===== src/rtl/platform_collision_if.sv =====
// Bundle between the platform position generator / player motion and the
// landing detector: frame edge, doodle and platform coordinates in; landing event out.
interface platform_collision_if #(
  parameter int NUM_PLAT = 8
);
  logic [1:0] frame_clk_edge;
  logic [9:0] Ball_X;
  logic [9:0] Ball_Y;
  logic [9:0] Ball_size;
  logic       Ball_falling;
  logic [7:0] platform_size;
  logic [9:0] Platform_X_in [0:NUM_PLAT-1];
  logic [9:0] Platform_Y_in [0:NUM_PLAT-1];
  logic       land;
  logic [2:0] land_idx;
  logic [9:0] land_Y;
  logic       busy;
  logic [15:0] score;

  modport master (
    output frame_clk_edge, Ball_X, Ball_Y, Ball_size, Ball_falling,
    output platform_size, Platform_X_in, Platform_Y_in,
    input  land, land_idx, land_Y, busy, score
  );

  modport slave (
    input  frame_clk_edge, Ball_X, Ball_Y, Ball_size, Ball_falling,
    input  platform_size, Platform_X_in, Platform_Y_in,
    output land, land_idx, land_Y, busy, score
  );
endinterface


===== src/rtl/platform_collision.sv =====
// Per-frame landing detector: snapshots 8 platforms + doodle on a frame
// edge, scans one platform per clock, emits at most one landing per frame.
// Ports: Clk, Reset (sync, active-high), bus (platform_collision_if.slave):
//   in  frame_clk_edge, Ball_X/Y/size, Ball_falling, platform_size,
//       Platform_X_in[], Platform_Y_in[]
//   out land, land_idx, land_Y, busy, score
// Option: define PLATFORM_COLLISION_SCORE_EN to build the landing counter;
// otherwise score is tied to zero.
module platform_collision #(
  parameter int Y_TOL    = 4,
  parameter int NUM_PLAT = 8
) (
  input logic Clk,
  input logic Reset,
  platform_collision_if.slave bus
);

  typedef enum logic [1:0] {
    IDLE,
    SCAN,
    DONE
  } state_t;

  state_t state;

  logic [9:0] s_px [NUM_PLAT];
  logic [9:0] s_py [NUM_PLAT];
  logic [9:0] s_bx;
  logic [9:0] s_by;
  logic [9:0] s_bs;
  logic       s_fall;
  logic [7:0] s_ps;

  logic [2:0] idx;
  logic       hit_flag;
  logic [2:0] hit_idx;
  logic [9:0] hit_py;

  logic [10:0] feet;
  logic [10:0] px;
  logic [10:0] py;
  logic [10:0] bx;
  logic [10:0] bs;
  logic [10:0] ps;
  logic        hit_now;
  logic        take;
  logic        last;
  logic        found;
  logic [2:0]  sel_idx;
  logic [9:0]  sel_py;
  logic [9:0]  snap_y;
  logic        fire;

  // 11-bit zero-extended compare so no sum can wrap
  always_comb begin
    px      = {1'b0, s_px[idx]};
    py      = {1'b0, s_py[idx]};
    bx      = {1'b0, s_bx};
    bs      = {1'b0, s_bs};
    ps      = {3'b000, s_ps};
    feet    = {1'b0, s_by} + bs;
    hit_now = s_fall
            && (feet >= py)
            && (feet <= py + 11'(Y_TOL))
            && (bx + bs > px)
            && (bx < px + ps);
    take    = hit_now && !hit_flag;
    last    = (idx == 3'(NUM_PLAT - 1));
    found   = hit_flag || take;
    sel_idx = hit_flag ? hit_idx : idx;
    sel_py  = hit_flag ? hit_py : py[9:0];
    snap_y  = (sel_py < s_bs) ? 10'd0 : sel_py - s_bs;
    fire    = (state == SCAN) && last && found;
  end

  always_ff @(posedge Clk) begin
    if (Reset) begin
      state        <= IDLE;
      idx          <= '0;
      hit_flag     <= 1'b0;
      hit_idx      <= '0;
      hit_py       <= '0;
      bus.land     <= 1'b0;
      bus.land_idx <= '0;
      bus.land_Y   <= '0;
      bus.busy     <= 1'b0;
    end else begin
      bus.land <= 1'b0;
      unique case (state)
        IDLE: begin
          if (bus.frame_clk_edge == 2'b01) begin
            for (int i = 0; i < NUM_PLAT; i++) begin
              s_px[i] <= bus.Platform_X_in[i];
              s_py[i] <= bus.Platform_Y_in[i];
            end
            s_bx     <= bus.Ball_X;
            s_by     <= bus.Ball_Y;
            s_bs     <= bus.Ball_size;
            s_fall   <= bus.Ball_falling;
            s_ps     <= bus.platform_size;
            hit_flag <= 1'b0;
            idx      <= '0;
            bus.busy <= 1'b1;
            state    <= SCAN;
          end
        end
        SCAN: begin
          if (take) begin
            hit_flag <= 1'b1;
            hit_idx  <= idx;
            hit_py   <= py[9:0];
          end
          idx <= idx + 3'd1;
          if (last) begin
            state    <= DONE;
            bus.land <= found;
            if (found) begin
              bus.land_idx <= sel_idx;
              bus.land_Y   <= snap_y;
            end
          end
        end
        DONE: begin
          bus.busy <= 1'b0;
          state    <= IDLE;
        end
        default: state <= IDLE;
      endcase
    end
  end

`ifdef PLATFORM_COLLISION_SCORE_EN
  logic [15:0] score_q;

  always_ff @(posedge Clk) begin
    if (Reset)
      score_q <= '0;
    else if (fire && score_q != 16'hFFFF)
      score_q <= score_q + 16'd1;
  end

  assign bus.score = score_q;
`else
  logic unused_fire;
  assign unused_fire = fire;
  assign bus.score   = 16'h0000;
`endif

endmodule


===== src/flat_wrapper.sv =====
// flat-port wrapper written by rule: the top's interface ports become plain ports
module platform_collision_flat 
#(
  parameter int Y_TOL    = 4,
  parameter int NUM_PLAT = 8
)
  (Clk, Reset, bus_frame_clk_edge, bus_Ball_X, bus_Ball_Y, bus_Ball_size, bus_Ball_falling, bus_platform_size, bus_Platform_X_in, bus_Platform_Y_in, bus_land, bus_land_idx, bus_land_Y, bus_busy, bus_score);
  platform_collision_if #(.NUM_PLAT(NUM_PLAT)) bus_i ();
  input logic Clk;
  input logic Reset;
  input wire logic [$bits(bus_i.frame_clk_edge)-1:0] bus_frame_clk_edge;
  input wire logic [$bits(bus_i.Ball_X)-1:0] bus_Ball_X;
  input wire logic [$bits(bus_i.Ball_Y)-1:0] bus_Ball_Y;
  input wire logic [$bits(bus_i.Ball_size)-1:0] bus_Ball_size;
  input wire logic [$bits(bus_i.Ball_falling)-1:0] bus_Ball_falling;
  input wire logic [$bits(bus_i.platform_size)-1:0] bus_platform_size;
  input wire logic [$bits(bus_i.Platform_X_in)-1:0] bus_Platform_X_in;
  input wire logic [$bits(bus_i.Platform_Y_in)-1:0] bus_Platform_Y_in;
  output wire logic [$bits(bus_i.land)-1:0] bus_land;
  output wire logic [$bits(bus_i.land_idx)-1:0] bus_land_idx;
  output wire logic [$bits(bus_i.land_Y)-1:0] bus_land_Y;
  output wire logic [$bits(bus_i.busy)-1:0] bus_busy;
  output wire logic [$bits(bus_i.score)-1:0] bus_score;
  assign bus_i.frame_clk_edge = bus_frame_clk_edge;
  assign bus_i.Ball_X = bus_Ball_X;
  assign bus_i.Ball_Y = bus_Ball_Y;
  assign bus_i.Ball_size = bus_Ball_size;
  assign bus_i.Ball_falling = bus_Ball_falling;
  assign bus_i.platform_size = bus_platform_size;
  assign bus_i.Platform_X_in = {>>{bus_Platform_X_in}};
  assign bus_i.Platform_Y_in = {>>{bus_Platform_Y_in}};
  assign bus_land = bus_i.land;
  assign bus_land_idx = bus_i.land_idx;
  assign bus_land_Y = bus_i.land_Y;
  assign bus_busy = bus_i.busy;
  assign bus_score = bus_i.score;
  platform_collision #(.Y_TOL(Y_TOL), .NUM_PLAT(NUM_PLAT)) u_core (.Clk(Clk), .Reset(Reset), .bus(bus_i));
endmodule

===== config.mk =====
export PLATFORM = sky130hd
export DESIGN_NAME = platform_collision_flat
export DESIGN_NICKNAME = d
export VERILOG_FILES = /design/src/rtl/platform_collision_if.sv /design/src/rtl/platform_collision.sv /design/src/flat_wrapper.sv
export SDC_FILE = /design/constraint.sdc
export NUM_CORES = 1
export LEC_CHECK = 0
export CORE_ASPECT_RATIO = 0.9
export CORE_MARGIN = 2
export CORE_UTILIZATION = 47
export CTS_CLUSTER_SIZE = 8
export DETAILED_ROUTE_END_ITERATION = 12
export GPL_TIMING_DRIVEN = 0
export MAX_ROUTING_LAYER = met4
export PLACE_DENSITY = 0.77
export SYNTH_ARGS = -nofsm -noshare
export SYNTH_HDL_FRONTEND = slang
export SYNTH_SLANG_ARGS = --single-unit

===== constraint.sdc =====
create_clock -name Clk -period 8.7 [get_ports Clk]
set_input_delay 1.305 -clock Clk [delete_from_list [all_inputs] [get_ports Clk]]
set_output_delay 1.305 -clock Clk [all_outputs]
set_load 0.01 [all_outputs]

==> flow_summary.ini <==
[clock_network]
cts_hold_buffers = 0
clk_pin_slew_ps = 50
post_cts_setup_inserts = 0
clock_tree.buffer_depth = 3
cts_buffers = 35
htreeDepth = 2
ctsResizeCount = 0
cts_root_buffer = sky130_fd_sc_hd__clkbuf_16
clock_tree_from_tritoncts = built
cts.sinks = 236
clk-insertion-delay-late_ps = 510

[timing]
hold_viol_final = 0
timing.final.setup_violations = 0
fin_crit_ps = 6270
final_critical_path_setup_slack_ps = 2430
timing_worst_slew_pin_value_ps = 831
rsz0062_at_grt = no
post-route-period-util_pct = 72.1
max_transition_margin_pct = 43.0
max_freq_mhz = 160
final_max_slew_viols = 0
hold_slack_ps = 460
setup_tns_ps = 0
final.setup_skew_ps = 17.2

[power]
power-per-cell-area_mw_per_mm2 = 188
clock_power_share_pct = 42.0
swShare_pct = 22.3
power.combinational.fraction_pct = 12.7
p_leak_nw = 5.43
internal_power_mw = 2.19
power.switching_uw = 628
ir_drop_v = 0.000138
seq_power_share_pct = 45.2

[status]
status = complete, but fails checks
failed_checks = DRC

[critical_path]
worst-setup-path-type = register to register
cp-start-kind = register
ff2ff_setup_slack_ps = 2430
crit_fanout = 10
crit_path_cell_trace = buf_6, buf_2, buf_2, clkbuf_1, mux4_2, mux2_2, ha_1, fa_1, a21oi_1, o21ai_0, o221ai_1, xnor2_1, ha_1, a21o_1, a21oi_1, o211ai_1, o211ai_2, o211ai_4, nor4_4, buf_6, mux2i_1, nor2_1
end_kind = register
cp.required_ps = 9050
critPathSlowestCell = sky130_fd_sc_hd__clkbuf_1
critical_path.max_stage_delay_ps = 550
crit_arrival_ps = 6620

[drt]
drt-total-wl_um = 23900
dr.first_iter.drc_count = 356
drcViolationCount = 6
viasPerCell = 5.18
route.vias.total = 6906
avgRoutedWirePerCell_um = 18.0
drtAntennaViolNets = 0
first_pass_iters = 8

[final_layout]
number_of_nets_in_the_finished_design = 1304
filler_cell_count = 1738
area_growth_pct = 32.7
final_core_util_pct = 63.9
post_route_cells_drive_above_1_share_pct = 14.0
most-common-layout-cells = 216 x sky130_fd_sc_hd__clkdlybuf4s50_1, 199 x sky130_fd_sc_hd__edfxtp_1, 79 x sky130_fd_sc_hd__ha_1, 39 x sky130_fd_sc_hd__inv_1, 38 x sky130_fd_sc_hd__a21oi_1
fin_cells = 1332
layout_commonest_cell = sky130_fd_sc_hd__clkdlybuf4s50_1

[synth]
synthCells = 744
dominantRegCellSynth = sky130_fd_sc_hd__edfxtp_1
number_of_synthesized_flops_with_an_enable_pin = 199
share_of_async_settable_or_async_resettable_flops_after_synthesis_pct = 0
synth.ff_latch_count = 236
cell_area_after_synthesis_mm2 = 0.0113
synth_warnings = 0
yosysSeqAreaShare_pct = 59.4
yosys.cell_types.count = 60
postSynthAreaPerCell_um2 = 15.2

[global_routing]
grt_first_pass_wirelength_um = 36800
antenna_violations_before_repair = 1
grt_start_max_net_pins = 37
grt.total_usage_pct = 19.6
grt_overflow = 0
number_of_global_route_vias_before_repair = 7161

[min_path]
holdCritPathClass = register to register

[place]
number_of_placed_cells_counting_well_taps = 1283
portBuffers = 216
hpwlAfterDp_um = 18100
dp_slack_ps = 2370
place.gp.congestion = 0.816

[floorplanning]
fp.coreArea_mm2 = 0.0235
rows = 53
die_height_um = 151
initial_utilization_pct = 48.2
boundaryPins = 234
floorplan.die_area_mm2 = 0.0253
die-width_um = 168

[run]
drv.max_cap_violation_count = 0
sequential cells by signal, indices dropped and copies added, names as in the netlist, 2 cells and up, named ones only:
| register | count |
|---|---|
| u_core.s_px | 80 |
| u_core.state | 2 |
| u_core.s_bs | 10 |
| u_core.bus.land_idx | 3 |
| u_core.s_bx | 10 |
| u_core.hit_py | 10 |
| u_core.bus.land_Y | 10 |
| u_core.s_by | 10 |
| u_core.s_ps | 8 |
| u_core.idx | 3 |
| u_core.hit_idx | 3 |
| u_core.s_py | 80 |
stage by stage:
step / cell area [um^2] / power (mW)
floorplan: 11400 / 1.51
global placement: 13900 / 1.65
detailed placement: 14100 / 1.65
CTS: 15000 / 2.85
global route: 15000 / 2.93
finish: 15000 / 2.82
area by class of cell:
cell class / count / area (um^2) / share of cell area [%]
flip-flops and latches: 236 / 6720 / 44.8
multi-input cells: 449 / 4280 / 28.5
repair buffers: 222 / 2300 / 15.3
clock buffers: 45 / 913 / 6.09
well taps: 302 / 378 / 2.52
plain buffers: 35 / 233 / 1.55
inverters: 39 / 146 / 0.975
clock inverters: 3 / 37.5 / 0.250
diodes: 1 / 2.50 / 0.0167
final timing paths:
| path | startpoint | cells past startpoint | endpoint |
|---|---|---|---|
| worst min-delay path | u_core.bus.land_Y[6] | 1 | u_core.bus.land_Y[6] |
| worst max register to register | register | 22 | u_core.hit_py[0] |
| worst max-delay path | register | 22 | u_core.hit_py[0] |
| worst min register to register | u_core.bus.land_Y[6] | 1 | u_core.bus.land_Y[6] |
routing by layer:
metal	global-route usage [%]	vias to the layer above	share of wire, %
met3	4.31	51	5.4
met1	23.2	3259	43
met2	33.7	202	49
li1	-	3394	-
met4	6.52	0	2.7
met5	-	-	0
power by group through the flow:
stage	Combinational [mW]	Clock (mW)	Sequential (mW)
CTS	0.362	1.21	1.27
global placement	0.346	0	1.30
detailed placement	0.359	0	1.30
finish	0.358	1.18	1.27
global route	0.399	1.25	1.28
floorplan	0.211	0	1.30
cell families (layout without fill, tap and decap cells):
family | after synthesis | in the layout | synth area share, %
AND/OR/NAND/NOR | 103 | 103 | 4.80
multiplexers | 77 | 77 | 11.6
XOR/XNOR | 35 | 35 | 2.71
flip-flops | 236 | 236 | 59.4
adder cells (fa/ha/maj) | 83 | 83 | 9.45
other | 1 | 17 | 0.0332
AO/OA/AOI/OAI | 135 | 135 | 8.64
buffers and inverters | 74 | 344 | 3.35
synth_stat cells, types with 10 or more instances:
cell	count	area [um^2]
sky130_fd_sc_hd__o21a_1	10	75.1
sky130_fd_sc_hd__a21oi_1	38	190
sky130_fd_sc_hd__nor2_1	26	97.6
sky130_fd_sc_hd__a21o_1	15	113
sky130_fd_sc_hd__o21ai_0	20	100
sky130_fd_sc_hd__mux4_2	32	721
sky130_fd_sc_hd__buf_4	17	128
sky130_fd_sc_hd__xor2_1	14	123
sky130_fd_sc_hd__nand3_1	11	55.1
sky130_fd_sc_hd__edfxtp_1	199	5980
sky130_fd_sc_hd__inv_1	39	146
sky130_fd_sc_hd__mux2_2	10	113
sky130_fd_sc_hd__dfxtp_1	37	741
sky130_fd_sc_hd__xnor2_1	21	184
sky130_fd_sc_hd__nand2_1	20	75.1
sky130_fd_sc_hd__ha_1	79	988
sky130_fd_sc_hd__mux2i_1	27	270
critical path: cells and delay by family (launching register included):
family	cells	cell delay (ps)
xor gates and xnor gates	1	160
adders and majority gates	3	890
buffers and inverters	5	1700
DFF	1	490
AOI/OAI and AO/OA	8	1510
muxes	3	940
and+or+nand+nor	2	380
Note: power is estimated with default switching activity, not from simulation.
